$ cat src/rtl/slt_iter_pkg.sv
// slt_iter_pkg: shared state encodings and mode constants for the iterative set-less-than unit
package slt_iter_pkg;

    localparam logic [0:0] ST_IDLE = 1'b0;
    localparam logic [0:0] ST_SCAN = 1'b1;

    localparam logic MODE_SIGNED   = 1'b0;
    localparam logic MODE_UNSIGNED = 1'b1;

endpackage

$ cat src/rtl/slt_iter_digit_cmp.sv
// slt_iter_digit_cmp: combinational unsigned compare of one DIGIT-wide slice
module slt_iter_digit_cmp #(
    parameter int DIGIT = 4
) (
    input  logic [DIGIT-1:0] x,
    input  logic [DIGIT-1:0] y,
    output logic             lt,
    output logic             ne
);

    assign lt = x < y;
    assign ne = x != y;

endmodule

$ cat src/rtl/slt_iter.sv
// slt_iter: multi-cycle SLT/SLTU, scans DIGIT bits per cycle from the MSB with early exit
module slt_iter
    import slt_iter_pkg::*;
#(
    parameter int WIDTH = 32,
    parameter int DIGIT = 4
) (
    input  logic             clk,
    input  logic             reset,
    input  logic             start,
    input  logic [WIDTH-1:0] a,
    input  logic [WIDTH-1:0] b,
    input  logic             is_unsigned,
    output logic             busy,
    output logic             done,
    output logic [WIDTH-1:0] result,
    output logic             lt,
    output logic             eq
);

    localparam int NDIG = WIDTH / DIGIT;
    localparam int IW   = NDIG > 1 ? $clog2(NDIG) : 1;

    logic [0:0]       state;
    logic [WIDTH-1:0] ra, rb;
    logic [IW-1:0]    idx;
    logic [DIGIT-1:0] xd, yd;
    logic             dlt, dne;

    assign xd   = ra[idx*DIGIT +: DIGIT];
    assign yd   = rb[idx*DIGIT +: DIGIT];
    assign busy = state == ST_SCAN;

    slt_iter_digit_cmp #(.DIGIT(DIGIT)) u_cmp (
        .x  (xd),
        .y  (yd),
        .lt (dlt),
        .ne (dne)
    );

    // FSM: latch biased operands on start, then walk digits down until a difference or digit 0
    always_ff @(posedge clk) begin
        if (reset) begin
            state  <= ST_IDLE;
            ra     <= '0;
            rb     <= '0;
            idx    <= '0;
            done   <= 1'b0;
            result <= '0;
            lt     <= 1'b0;
            eq     <= 1'b0;
        end else begin
            done <= 1'b0;
            if (state == ST_IDLE) begin
                if (start) begin
                    ra    <= is_unsigned == MODE_UNSIGNED ? a : {~a[WIDTH-1], a[WIDTH-2:0]};
                    rb    <= is_unsigned == MODE_UNSIGNED ? b : {~b[WIDTH-1], b[WIDTH-2:0]};
                    idx   <= IW'(NDIG - 1);
                    state <= ST_SCAN;
                end
            end else if (dne || idx == '0) begin
                lt     <= dlt;
                eq     <= ~dne;
                result <= WIDTH'(dlt);
                done   <= 1'b1;
                state  <= ST_IDLE;
            end else begin
                idx <= idx - 1'b1;
            end
        end
    end

endmodule
$ cat config.mk
export PLATFORM = sky130hd
export DESIGN_NAME = slt_iter
export DESIGN_NICKNAME = d
export VERILOG_FILES = /design/src/rtl/slt_iter_pkg.sv /design/src/rtl/slt_iter_digit_cmp.sv /design/src/rtl/slt_iter.sv
export SDC_FILE = /design/constraint.sdc
export NUM_CORES = 1
export LEC_CHECK = 0
export ABC_AREA = 1
export BUFFER_PORTS_ARGS = -buffer_cell sky130_fd_sc_hd__buf_2
export CAP_MARGIN = 20
export CORE_MARGIN = 2
export CORE_UTILIZATION = 49
export CTS_BUF_LIST = sky130_fd_sc_hd__clkbuf_8
export DETAILED_ROUTE_END_ITERATION = 10
export GPL_TIMING_DRIVEN = 0
export PLACE_DENSITY = 0.79
export SYNTH_ARGS = -nofsm -noshare
export SYNTH_HDL_FRONTEND = slang
export SYNTH_HIERARCHICAL = 1
export SYNTH_SLANG_ARGS = --single-unit
$ cat constraint.sdc
create_clock -name clk -period 1.8 [get_ports clk]
set_input_delay 0.27 -clock clk [delete_from_list [all_inputs] [get_ports clk]]
set_output_delay 0.27 -clock clk [all_outputs]
set_load 0.02 [all_outputs]
### After elaboration in Yosys (flattened, before gate mapping)

Index checks and enable logic that the tools add are counted.

| word-level totals | value |
|---|---|
| flip-flop bits (word level) | 71 |
| output and inout port bits | 36 |
| word-level logic and storage cells | 33 |
| input port bits | 68 |

| operators by class | value |
|---|---|
| shift-type cells | 2 |
| equality and inequality tests | 2 |
| magnitude comparators | 1 |
| reductions and logical operators | 7 |
| bitwise gates (word level) | 4 |
| mux-type cells | 9 |
| add/subtract/negate cells | 1 |

Operators by type and width:

| cell | count |
|---|---|
| $mux 32 | 2 |
| $shiftx 32x6->4 | 2 |
| $mux 3 | 3 |
| $reduce_and 2->1 | 3 |
| $lt 4x4->1 | 1 |
| $mux 1 | 4 |
| $ne 4x4->1 | 1 |
| $not 1->1 | 4 |
| $logic_not 3->1 | 1 |
| $sub 3x1->3 const B | 1 |
| $ne 2x2->1 const B | 1 |
| $reduce_bool 2->1 | 1 |
| $reduce_or 2->1 | 1 |
| $logic_or 1x1->1 | 1 |

### Longest topological paths before layout

| depth | value |
|---|---|
| depth after elaboration | 5 |
| gate-level depth with buffers | 18 |
| mapped depth without buffers | 17 |

### Modules after synthesis

The synthesis kept the hierarchy.

Modules (own cells, without submodules):

| module | area each (µm²) | cells an instance | instances |
|---|---|---|---|
| slt_iter | 3601.0 | 533 | 1 |
| slt_iter_digit_cmp | 112.6 | 19 | 1 |

### Least setup slack after synthesis

OpenSTA, ideal clock, no wires.

| path | value |
|---|---|
| kind | reg-to-reg |
| from | reg idx[0] |
| to | reg idx[2] |
| setup time | 0.109 ns |
| cell stages (with the launch flop) | 19 |
| slack | -0.119 ns |
| path buffers | 2 |
| required time | 1.691 ns |
| arrival time | 1.810 ns |
| cells stage by stage | dfxtp_1 buf_4 buf_2 nand2_1 nand3_1 nand2_1 nand2_1 nand2_1 inv_1 ha_1 nand2_1 inv_1 nand3_1 nand2_1 nand2_1 nand2_1 nand2_1 nand2_1 inv_1 |

| on the way | value |
|---|---|
| longest elaborated chain between the ends | 5 |

RTL lines:

| what | RTL line | RTL |
|---|---|---|
| start, declared | slt_iter.sv:26 | `logic [IW-1:0] idx;` |
| start signal, assigned | slt_iter.sv:58 | `idx <= IW'(NDIG - 1);` |
| start signal, assigned | slt_iter.sv:68 | `idx <= idx - 1'b1;` |
| $shiftx 32x6->4 | slt_iter.sv:31 | `assign yd = rb[idx*DIGIT +: DIGIT];` |
| net yd[3] | slt_iter.sv:27 | `logic [DIGIT-1:0] xd, yd;` |
| $ne 4x4->1 | slt_iter_digit_cmp.sv:12 | `assign ne = x != y;` |
| net dne | slt_iter.sv:28 | `logic dlt, dne;` |
| $logic_or 1x1->1 | slt_iter.sv:61 | `end else if (dne \|\| idx == '0) begin` |
| $ne 2x2->1 (no source line) | -- |  |
| $reduce_and 2->1 (no source line) | -- |  |

The timed path passes the listed nets, and every way through them passes these cells. The select of a mux whose other input is x is not followed.
A chain may end at the register's enable or synchronous reset.

### Worst setup path after layout

| path | value |
|---|---|
| from | reg idx[0] |
| to | reg lt |

| on the way | value |
|---|---|
| longest elaborated chain between the ends | 4 |

RTL lines:

| what | RTL line | RTL |
|---|---|---|
| $shiftx 32x6->4 | slt_iter.sv:30 | `assign xd = ra[idx*DIGIT +: DIGIT];` |
| net xd[3] | slt_iter.sv:27 |  |
| $ne 4x4->1 | slt_iter_digit_cmp.sv:12 |  |
| net dne | slt_iter.sv:28 |  |
| $logic_or 1x1->1 | slt_iter.sv:61 |  |
| $reduce_and 2->1 (no source line) | -- |  |
| end signal, assigned | slt_iter.sv:62 | `lt <= dlt;` |
| end, declared | slt_iter.sv:17 | `output logic lt,` |

The timed path passes the listed nets, and every way through them passes these cells.

==> impl_metrics.csv <==
group,metric,value,unit
power_and_ir_drop,powerDensity,1460,mW/mm²
finish,nNetsFinal,745,
yosys,seq_area_frac_synth,38.3,%
global_route,grt_max_degree,12,
route,top_layer,"met4",
critical_path,crit_fanout,10,
sta,fmax,0.484,GHz
clocking,cts_num_sinks,71,
hold_path,holdPathEnd,"lt",
run,drv_cap,0,
finish,finalInstanceArea,0.00474,mm²
finish,diodes,0,
critical_path,ff2ff_path_depth,15,
yosys,synthFlopType,"dfxtp_1",
clocking,clk_pin_slew,0.06,ns
yosys,yosysMostFrequentCell,"nand2_1",
global_route,grt_antenna_before_repair,0,
sta,setup_slack,-0.266,ns
yosys,yosysWarnings,6,
critical_path,crit_arrival,2.34,ns
yosys,ys_types,22,
critical_path,critPathMostFrequentCell,"nand2_1",
clocking,ctsHoldBuffers,0,
critical_path,cp-end-kind,"flip-flop",
yosys,synth_common_cells,"126 x nand2_1, 99 x nor2_1, 71 x dfxtp_1, 56 x inv_1, 47 x o21ai_1",
power_and_ir_drop,combPwrFrac,52.4,%
outcome,status,"finished, violations left",
die,die_area,0.00829,mm²
critical_path,crit_chain,"buf_8 > buf_6 > nand2_1 > nand2_1 > nand2_1 > nand2_1 > nand2_2 > ha_4 > nand2_1 > inv_2 > nand3_4 > nand2_4 > buf_4 > nand3_2 > a21oi_2",
placement,post-place-ws,-0.230,ns
yosys,synth-edff-count,0,
power_and_ir_drop,p_sw,2.83,mW
placement,placed_cells,753,
yosys,yosys-top-cells-area,"dfxtp_1 38%, nand2_1 13%, nor2_1 10%",
die,num_rows,31,
power_and_ir_drop,total_power,6.92,mW
sta,whs,0.132,ns
critical_path,cpPeakStageDelay,0.43,ns
power_and_ir_drop,switching_share,40.9,%
sta,finalSetupTns,-1.48,ns
die,initial_core_util,50.9,%
die,fp.dieW,91.1,µm
yosys,syn_avg_cell_area,6.73,µm²
route,met3RoutedLength,626,µm
die,boundaryPins,104,
route,drt_wl_total,9.42,mm
clocking,cts_tree,"yes",
route,ant_nets,0,
hold_path,min_path_type,"input port to flip-flop",
route,routed_via_density,4.76,
yosys,ys_seq_elements,71,
critical_path,slowest_stage,"dfxtp_4",
clocking,numCtsBuffers,9,
placement,globalplace.congestion,0.874,
power_and_ir_drop,leakagePower,2.44,nW
sta,fin_worst_skew,0.0115,ns
sta,final.min_clock_period,2.07,ns
critical_path,rrSetupSlack,-0.27,ns
power_and_ir_drop,vdd_drop_max,597,µV
sta,setup_viol_count_final,7,
die,design.core.area,0.00729,mm²
hold_path,hold_depth,2,
global_route,grt_overflow_total,0,
critical_path,regToRegStartpoint,"idx[0]",
route,drtPass1Iterations,4,
finish,fill_cells,679,
finish,final_cells,772,
finish,areaGrowthSynthToFinish,27.8,%
finish,finish.utilization,65.1,%
critical_path,startpoint,"idx[0]",
critical_path,timing.critical_path.required,2.08,ns
route,vias,3677,
finish,final_layout_size_suffix_gt1_share,27.9,%
placement,port_buffers,72,
route,wire_per_inst,12.2,µm
route,drc,0,
global_route,grt_pass1_vias,3519,
global_route,track_usage,23.1,%
hold_path,hp-start,"reset",
clocking,clock_latency,0.35,ns
route,met1_length,4.03,mm
route,met2_length,4.54,mm
yosys,synth_top_area_cell,"dfxtp_1",
sta,period_share,115,%
critical_path,cp-start-kind,"flip-flop",
sta,grt_setup_unrepaired,"true",
yosys,async_flop_share,0,%
global_route,grt_pass1_wl,15.4,mm
critical_path,crit-reg2reg-capture,"lt",
outcome,violations,"negative setup slack",
yosys,syn_area,0.00371,mm²
power_and_ir_drop,pwr-share-clk,18.1,%
route,first_iter_violations,173,
clocking,cts_buffer_depth,2,
sta,hold_violations,0,
power_and_ir_drop,internal_power,4.09,mW
die,die_h,91.1,µm
sta,slew_violations,0,
clocking,root_buffer,"clkbuf_8",
critical_path,path_class,"flip-flop to flip-flop",
clocking,cts_htree_levels,3,
power_and_ir_drop,seq_power_share,29.5,%
placement,place_area,0.00437,mm²
yosys,synth_top_area_share,38.3,%
placement,post-dp-hpwl,6.96,mm
yosys,syn_inst,552,
## placed cells by master, fill, tap and decap left out, types with 3 or more instances in the layout
cell type,n
buf_8,3
nand3_1,10
clkbuf_1,3
inv_1,55
ha_4,3
dfxtp_1,70
o21ai_0,8
nor2_1,93
a21oi_1,41
buf_4,41
clkbuf_8,11
nand2_4,3
buf_2,77
o21ai_2,10
nand2_1,119
buf_6,15
conb_1,31
ha_1,3
nand2_2,4
o21ai_1,47
nor2_2,6
inv_2,5
## power by group through the flow
stage | Clock (mW) | Sequential, mW | Combinational (mW)
floorplan | 0 | 2.04 | 2.30
global placement | 0 | 2.02 | 2.88
detailed placement | 0 | 2.04 | 2.97
CTS | 1.26 | 2.03 | 3.25
global route | 1.33 | 2.07 | 4.03
finish | 1.25 | 2.04 | 3.63
## routing by layer
| layer | track usage, % | up-vias |
|---|---|---|
| li1 | - | 1878 |
| met1 | 28.2 | 1649 |
| met2 | 39.3 | 129 |
| met3 | 3.98 | 21 |
| met4 | 11.0 | 0 |
| met5 | 0 | - |
## kinds of logic (layout without fill, tap and decap cells)
logic type,count (synthesis),count (layout),share of synthesized area [%]
adder cells (fa/ha/maj),6,6,2.02
buffers and inverters,124,215,18.5
AND/OR/NAND/NOR,240,240,25.0
XOR/XNOR,2,2,0.472
other,1,31,0.101
flip-flops,71,71,38.3
AO/OA/AOI/OAI,108,108,15.7
## cell type report
cell class	instances	area [µm²]	share of cell area, %
multi-input cells	387	1830	38.6
flip-flops and latches	71	1430	30.0
plain buffers	64	524	11.0
repair buffers	78	429	9.05
inverters	60	228	4.80
clock buffers	11	151	3.19
well taps	99	124	2.61
clock inverters	2	33.8	0.712
## critical path: cells and delay by family (launching register included)
kind                     cells  cell delay (ns)
flip-flops                   1             0.43
AND/OR/NAND/NOR              9             0.69
buffers and inverters        4             0.48
adder cells (fa/ha/maj)      1             0.26
AO/OA/AOI/OAI                1             0.14
## sequential cells by signal (all words and copies together) (netlist names)
register / cells
busy: 1
eq: 1
lt: 1
done: 1
idx: 3
ra: 32
rb: 32
## worst max path at each step
stage / to / slack (ns)
after detailed placement: idx[0] / -0.23
final: lt / -0.27
after global placement: idx[0] / -0.18
after floorplan: idx[0] / 0.002
after CTS: idx[0] / -0.22
after global routing: idx[0] / -0.38
## timing repair
item | 4_1_cts | 5_1_grt
gates resized for setup | 13 | 18
gates cloned | 2 | 0
endpoints found under the setup margin | 7 | 7
setup buffers | 2 | 2
pin swaps | 14 | 13
(Power assumes the default switching activity.)
